## src/rtl/t02_mem_responder.sv

```systemverilog
// rtl/t02_mem_responder.sv - Word-addressed memory responder with fixed access latency
//
// Purpose:
//   A single-port 32-bit memory behind a ren/wen request handshake. Each accepted
//   request spends LATENCY cycles in WAIT and then produces one DONE cycle.
//
// Parameters:
//   DEPTH    number of 32-bit words (power of two, 2..1024)
//   LATENCY  WAIT cycles per access (1..15)
//
// Ports:
//   clk       rising-edge clock
//   nrst      asynchronous active-low reset
//   ren       read request, held until busy_o falls
//   wen       write request, held until busy_o falls
//   ramaddr   byte address; word index is ramaddr[log2(DEPTH)+1:2]
//   ramstore  write data
//   ramload   registered read data, held until the next completed read
//   busy_o    request accepted but not yet complete
//   err_o     illegal access flag, valid in the DONE cycle only
module t02_mem_responder #(
    parameter int DEPTH   = 64,
    parameter int LATENCY = 2
) (
    input  logic        clk,
    input  logic        nrst,
    input  logic        ren,
    input  logic        wen,
    input  logic [31:0] ramaddr,
    input  logic [31:0] ramstore,
    output logic [31:0] ramload,
    output logic        busy_o,
    output logic        err_o
);

    localparam int AW = $clog2(DEPTH);

    typedef enum logic [1:0] {
        IDLE,
        WAIT,
        DONE
    } state_t;

    state_t       state;
    logic [3:0]   cnt;
    logic         op_write;
    logic         op_both;
    logic         op_bad;
    logic [AW-1:0] idx;
    logic [31:0]  wdata;
    logic [31:0]  mem [DEPTH];

    logic misaligned;
    logic out_of_range;

    assign misaligned   = |ramaddr[1:0];
    // Any set bit above the word-index field means ramaddr >= 4*DEPTH.
    assign out_of_range = |ramaddr[31:AW+2];

    // In IDLE the requester sees busy immediately, in the same cycle it asks.
    // Gated by nrst so busy stays low for the whole reset.
    always_comb begin
        busy_o = 1'b0;
        if (nrst) begin
            case (state)
                IDLE:    busy_o = ren | wen;
                WAIT:    busy_o = 1'b1;
                default: busy_o = 1'b0;
            endcase
        end
    end

    always_ff @(posedge clk or negedge nrst) begin
        if (!nrst) begin
            state    <= IDLE;
            cnt      <= 4'd0;
            ramload  <= 32'h0;
            err_o    <= 1'b0;
            op_write <= 1'b0;
            op_both  <= 1'b0;
            op_bad   <= 1'b0;
            idx      <= '0;
            wdata    <= 32'h0;
            for (int i = 0; i < DEPTH; i++) begin
                mem[i] <= 32'h0;
            end
        end else begin
            case (state)
                IDLE: begin
                    if (ren | wen) begin
                        // Write wins when both are requested; the clash is
                        // still reported through err_o.
                        op_write <= wen;
                        op_both  <= ren & wen;
                        op_bad   <= misaligned | out_of_range;
                        idx      <= ramaddr[AW+1:2];
                        wdata    <= ramstore;
                        cnt      <= 4'(LATENCY);
                        state    <= WAIT;
                    end
                end
                WAIT: begin
                    if (cnt == 4'd1) begin
                        cnt   <= 4'd0;
                        state <= DONE;
                        err_o <= op_bad | op_both;
                        if (op_bad) begin
                            // Illegal address: storage untouched, reads return zero.
                            if (!op_write) begin
                                ramload <= 32'h0;
                            end
                        end else if (op_write) begin
                            mem[idx] <= wdata;
                        end else begin
                            ramload <= mem[idx];
                        end
                    end else begin
                        cnt <= cnt - 4'd1;
                    end
                end
                DONE: begin
                    err_o <= 1'b0;
                    state <= IDLE;
                end
                default: begin
                    state <= IDLE;
                end
            endcase
        end
    end

endmodule

```

## config.mk

```make
export PLATFORM = sky130hd
export DESIGN_NAME = t02_mem_responder
export DESIGN_NICKNAME = d
export VERILOG_FILES = /design/src/rtl/t02_mem_responder.sv
export SDC_FILE = /design/constraint.sdc
export NUM_CORES = 2
export LEC_CHECK = 0
export ABC_AREA = 1
export CORE_UTILIZATION = 35
export CTS_CLUSTER_SIZE = 28
export DETAILED_ROUTE_END_ITERATION = 16
export SYNTH_ARGS = -nofsm -noshare
export SYNTH_HDL_FRONTEND = slang
export SYNTH_SLANG_ARGS = --single-unit
export TNS_END_PERCENT = 20
```

## constraint.sdc

```tcl
create_clock -name clk -period 1.91 [get_ports clk]
set_clock_uncertainty 0.1 [all_clocks]
set_input_delay 0.191 -clock clk [delete_from_list [all_inputs] [get_ports clk]]
set_output_delay 0.191 -clock clk [all_outputs]
set_load 0.1 [all_outputs]
```

==> results.rst <==
.. list-table::
   :header-rows: 1

   * - Metric
     - Value
   * - Nets in the synthesized netlist
     - 13570
   * - DRC marker count from the first detailed-route iteration
     - 8685
   * - Post-synth cell types
     - 30
   * - Count of synthesis-stage warnings from yosys
     - 0
   * - Final GP Congestion
     - 0.8558
   * - Result of the run
     - complete, but fails checks
   * - Vias in the first global route
     - 83950
   * - LEAKAGE
     - 63.32 nW
   * - Row count
     - 199
   * - # clock sinks
     - 2128
   * - Count of max-cap constraint violations
     - 0
   * - Nets
     - 14210
   * - Effective utilization at floorplan
     - 35.24%
   * - Top-area cell type share of the netlist area
     - 51.35%
   * - Wire length of the first global-routing pass
     - 528.6 mm
   * - Standard cell core area
     - 294300 um^2
   * - Wire length per cell after detailed routing
     - 20.17 um
   * - Number of register bits inferred by synthesis
     - 2128
   * - Post-route cell area
     - 131000 um^2
   * - Fmax
     - 387.1 MHz
   * - Cell area after placement
     - 115300 um^2
   * - Top-level I/O count
     - 102
   * - Total Wirelength
     - 367.7 mm
   * - Synth top area cells
     - sky130_fd_sc_hd__dfrtp_1 (51%), sky130_fd_sc_hd__nand2_1 (17%), sky130_fd_sc_hd__o21ai_1 (9.1%), sky130_fd_sc_hd__inv_1 (6.9%), sky130_fd_sc_hd__nand3_1 (4.6%)
   * - Antenna violations before repair
     - 11
   * - Power per cell area
     - 1238 nW/um^2
   * - Count of unresolved DRC violations after routing
     - 6
   * - Top cell type by total area after synthesis
     - sky130_fd_sc_hd__dfrtp_1
   * - Sort of element at the start of the critical path
     - flip-flop
   * - Worst VDD drop
     - 1.147 mV
   * - Data arrival time of the worst path
     - 3270 ps
   * - Crit path kind
     - reg2reg
   * - Highest fanout seen on the critical path
     - 18
   * - Share of cells above drive strength 1
     - 16.69%
   * - Antenna-violating nets left
     - 0
   * - IO Port Bufs
     - 101
   * - Die Span Y
     - 546.3 um
   * - Hold violation total from the final report
     - 0
   * - Clock-pin slew of the registers on the worst-case setup and hold paths
     - 60 ps
   * - Die footprint
     - 298500 um^2
   * - Violated checks
     - design-rule violations, negative setup slack
   * - Crit path setup slack, layout
     - -673.1 ps
   * - Final critical-path required period
     - 2583 ps
   * - Sum Neg Setup Slack
     - -846600 ps
   * - Portion of the post-synthesis area used by sequential elements
     - 51.35%
   * - DR vias
     - 90460
   * - Number of max-slew violations in the final report
     - 0
   * - Synthesis-to-layout area growth
     - 26.34%
   * - Gr ovfl total
     - 0
   * - Critical path required time
     - 2600 ps
   * - Headroom to the max-slew limit
     - 53.81%
   * - Crit share post-route
     - 135.2%
   * - Type of the most critical hold path
     - in2async
   * - Setup repair after global routing missed its margin
     - true
   * - CTS tree
     - yes
   * - Total standard cell area after synthesis
     - 103700 um^2
   * - Die width
     - 546.3 um
   * - H-tree levels
     - 4
   * - All-layer global routing usage
     - 22.88%
   * - HPWL after DPL
     - 222.3 mm
   * - Clock root cell
     - sky130_fd_sc_hd__clkbuf_16
   * - Largest buffer count on any clock path
     - 4
   * - Vias/cell
     - 4.964
   * - Average size of a mapped cell
     - 7.680 um^2
   * - Actual transition at the worst max-transition pin
     - 692.8 ps
   * - Clock latency reported for the late side of the worst-skew pair
     - 920 ps
   * - TritonRoute pass-1 iters
     - 12
   * - Critical path capture point type
     - flip-flop
   * - Number of CTS-inserted buffers
     - 228
   * - Synthesized instance count
     - 13500
   * - Final Setup Violations
     - 2183
   * - Pin count of the biggest net entering global routing
     - 94
-- power by group --
part / switching (W) / total (W) / leakage [nW] / internal, W
logic: 0.0448 / 0.0709 / 30.2 / 0.0261
registers: 0.000486 / 0.0462 / 29.5 / 0.0457
clock network: 0.0190 / 0.0451 / 3.66 / 0.0261
total: 0.0643 / 0.162 / 63.3 / 0.0978
-- timing repair --
item	4_1_cts	5_1_grt
setup buffers	63	73
pin swaps	20	166
cloned	39	100
endpoints found under the setup margin	2114	2292
resized for setup	328	719
endpoints found under the hold margin	2168	0
hold buffers	55	0
-- layout by cell type, fill, tap and decap left out, types with 33 or more instances in the layout --
cell type                         synthesis  routed
sky130_fd_sc_hd__o21ai_1               1881    1909
sky130_fd_sc_hd__nor2_1                 141      77
sky130_fd_sc_hd__nand3_1                962     933
sky130_fd_sc_hd__clkbuf_16                0     310
sky130_fd_sc_hd__clkdlybuf4s50_1          0      66
sky130_fd_sc_hd__clkbuf_8                 0      56
sky130_fd_sc_hd__dlygate4sd3_1            0      54
sky130_fd_sc_hd__inv_1                 1910    1873
sky130_fd_sc_hd__o21ai_2                 40     196
sky130_fd_sc_hd__nand2_1               4751    4545
sky130_fd_sc_hd__dfrtp_1               2128    2122
sky130_fd_sc_hd__clkbuf_1               409      54
sky130_fd_sc_hd__nand2_4                 64      99
sky130_fd_sc_hd__o211ai_1                33      33
sky130_fd_sc_hd__or2_2                  128     103
sky130_fd_sc_hd__inv_2                    9      44
sky130_fd_sc_hd__buf_16                   0      60
sky130_fd_sc_hd__buf_4                    2     652
sky130_fd_sc_hd__buf_6                  251      84
sky130_fd_sc_hd__nor2_4                   8      48
sky130_fd_sc_hd__o21ai_0                428     238
sky130_fd_sc_hd__nand2_2                  1     149
sky130_fd_sc_hd__buf_12                   0     368
-- critical path: stages (launching register included) --
cell and delay [ps]:
sky130_fd_sc_hd__dfrtp_4 580, sky130_fd_sc_hd__buf_6 180, sky130_fd_sc_hd__buf_12 150, sky130_fd_sc_hd__buf_16 160, sky130_fd_sc_hd__buf_16 170, sky130_fd_sc_hd__or2_2 290, sky130_fd_sc_hd__nand3_1 80, sky130_fd_sc_hd__nand2_1 50
sky130_fd_sc_hd__o21ai_0 140, sky130_fd_sc_hd__nand2_1 200, sky130_fd_sc_hd__nor2_2 190, sky130_fd_sc_hd__nand2_1 70, sky130_fd_sc_hd__nand2_1 50, sky130_fd_sc_hd__nand2_1 40
-- Yosys cell counts, drive strengths merged --
cell	count
nor2	159
nand3	962
a22o	1
nor3	10
nand2	4817
nand4	1
a211oi	1
inv	1919
dfrtp	2128
buf	577
o22ai	1
nor4	6
ha	2
or2	128
o211ai	33
clkbuf	409
o21ai	2349
-- cells by family (layout without fill, tap and decap cells) --
family                     count (synthesis)  count (layout)  share of synthesized area [%]
adders and majority gates                  2               2                        0.02413
buffers and inverters                   2905            3705                          12.65
DFF                                     2128            2128                          51.35
and+or+nand+nor                         6083            6084                          24.23
other                                      0               2                              0
AOI/OAI and AO/OA                       2385            2385                          11.74
-- final timing paths --
path                                 start           to  slack [ps]  cells after the start
worst min register to register    mem[443]     mem[443]         370                      2
worst min-delay path                  nrst     mem[409]          20                      4
worst max register to register      idx[0]  ramload[15]        -670                     13
max in group asynchronous             nrst     mem[913]         -60                      6
min in group clk                ramaddr[2]       idx[0]          70                      4
worst max-delay path                idx[0]  ramload[15]        -670                     13
-- through the flow --
step / instances / hold WS, ps / total power (W) / util (%) / setup slack [ps]
3_3_place_gp: 17520 / -67.02 / 0.1068 / 39.17 / -1098
4_1_cts: 18070 / 1.031 / 0.1535 / 42.83 / -714.4
2_1_floorplan: 13500 / -204.6 / 0.07610 / - / -190.9
3_5_place_dp: 17520 / -66.92 / 0.1068 / 39.17 / -1087
5_1_grt: 18220 / 19.22 / 0.1687 / 44.52 / -719.6
6_report: 18230 / 17.31 / 0.1622 / 44.52 / -673.1
-- registers in the layout, summed over array words and instances, names as in the netlist --
signal	count
wdata	32
op_write	1
ramload	32
cnt	4
idx	6
mem	2048
op_bad	1
op_both	1
state	2
err_o	1
-- cell type report --
type,instances,area (um^2)
Clock inverter,56,720.7
Tap cell,3919,4903
Timing Repair Buffer,1390,18510
Fill cell,28760,163300
Multi-Input combinational cell,8471,39640
Clock buffer,340,6729
Antenna cell,2,5.005
Inverter,1919,7242
Sequential cell,2128,53260
-- routing by layer --
| layer | vias up | part of all wire (%) | GRT usage [%] |
|---|---|---|---|
| met5 | - | 0 | 0 |
| met4 | 0 | 3.6 | 7.295 |
| met3 | 617 | 6.7 | 2.645 |
| met2 | 3118 | 46 | 36.67 |
| met1 | 43680 | 44 | 32.20 |
| li1 | 43050 | - | - |
Note: power is estimated with default switching activity, not from simulation.
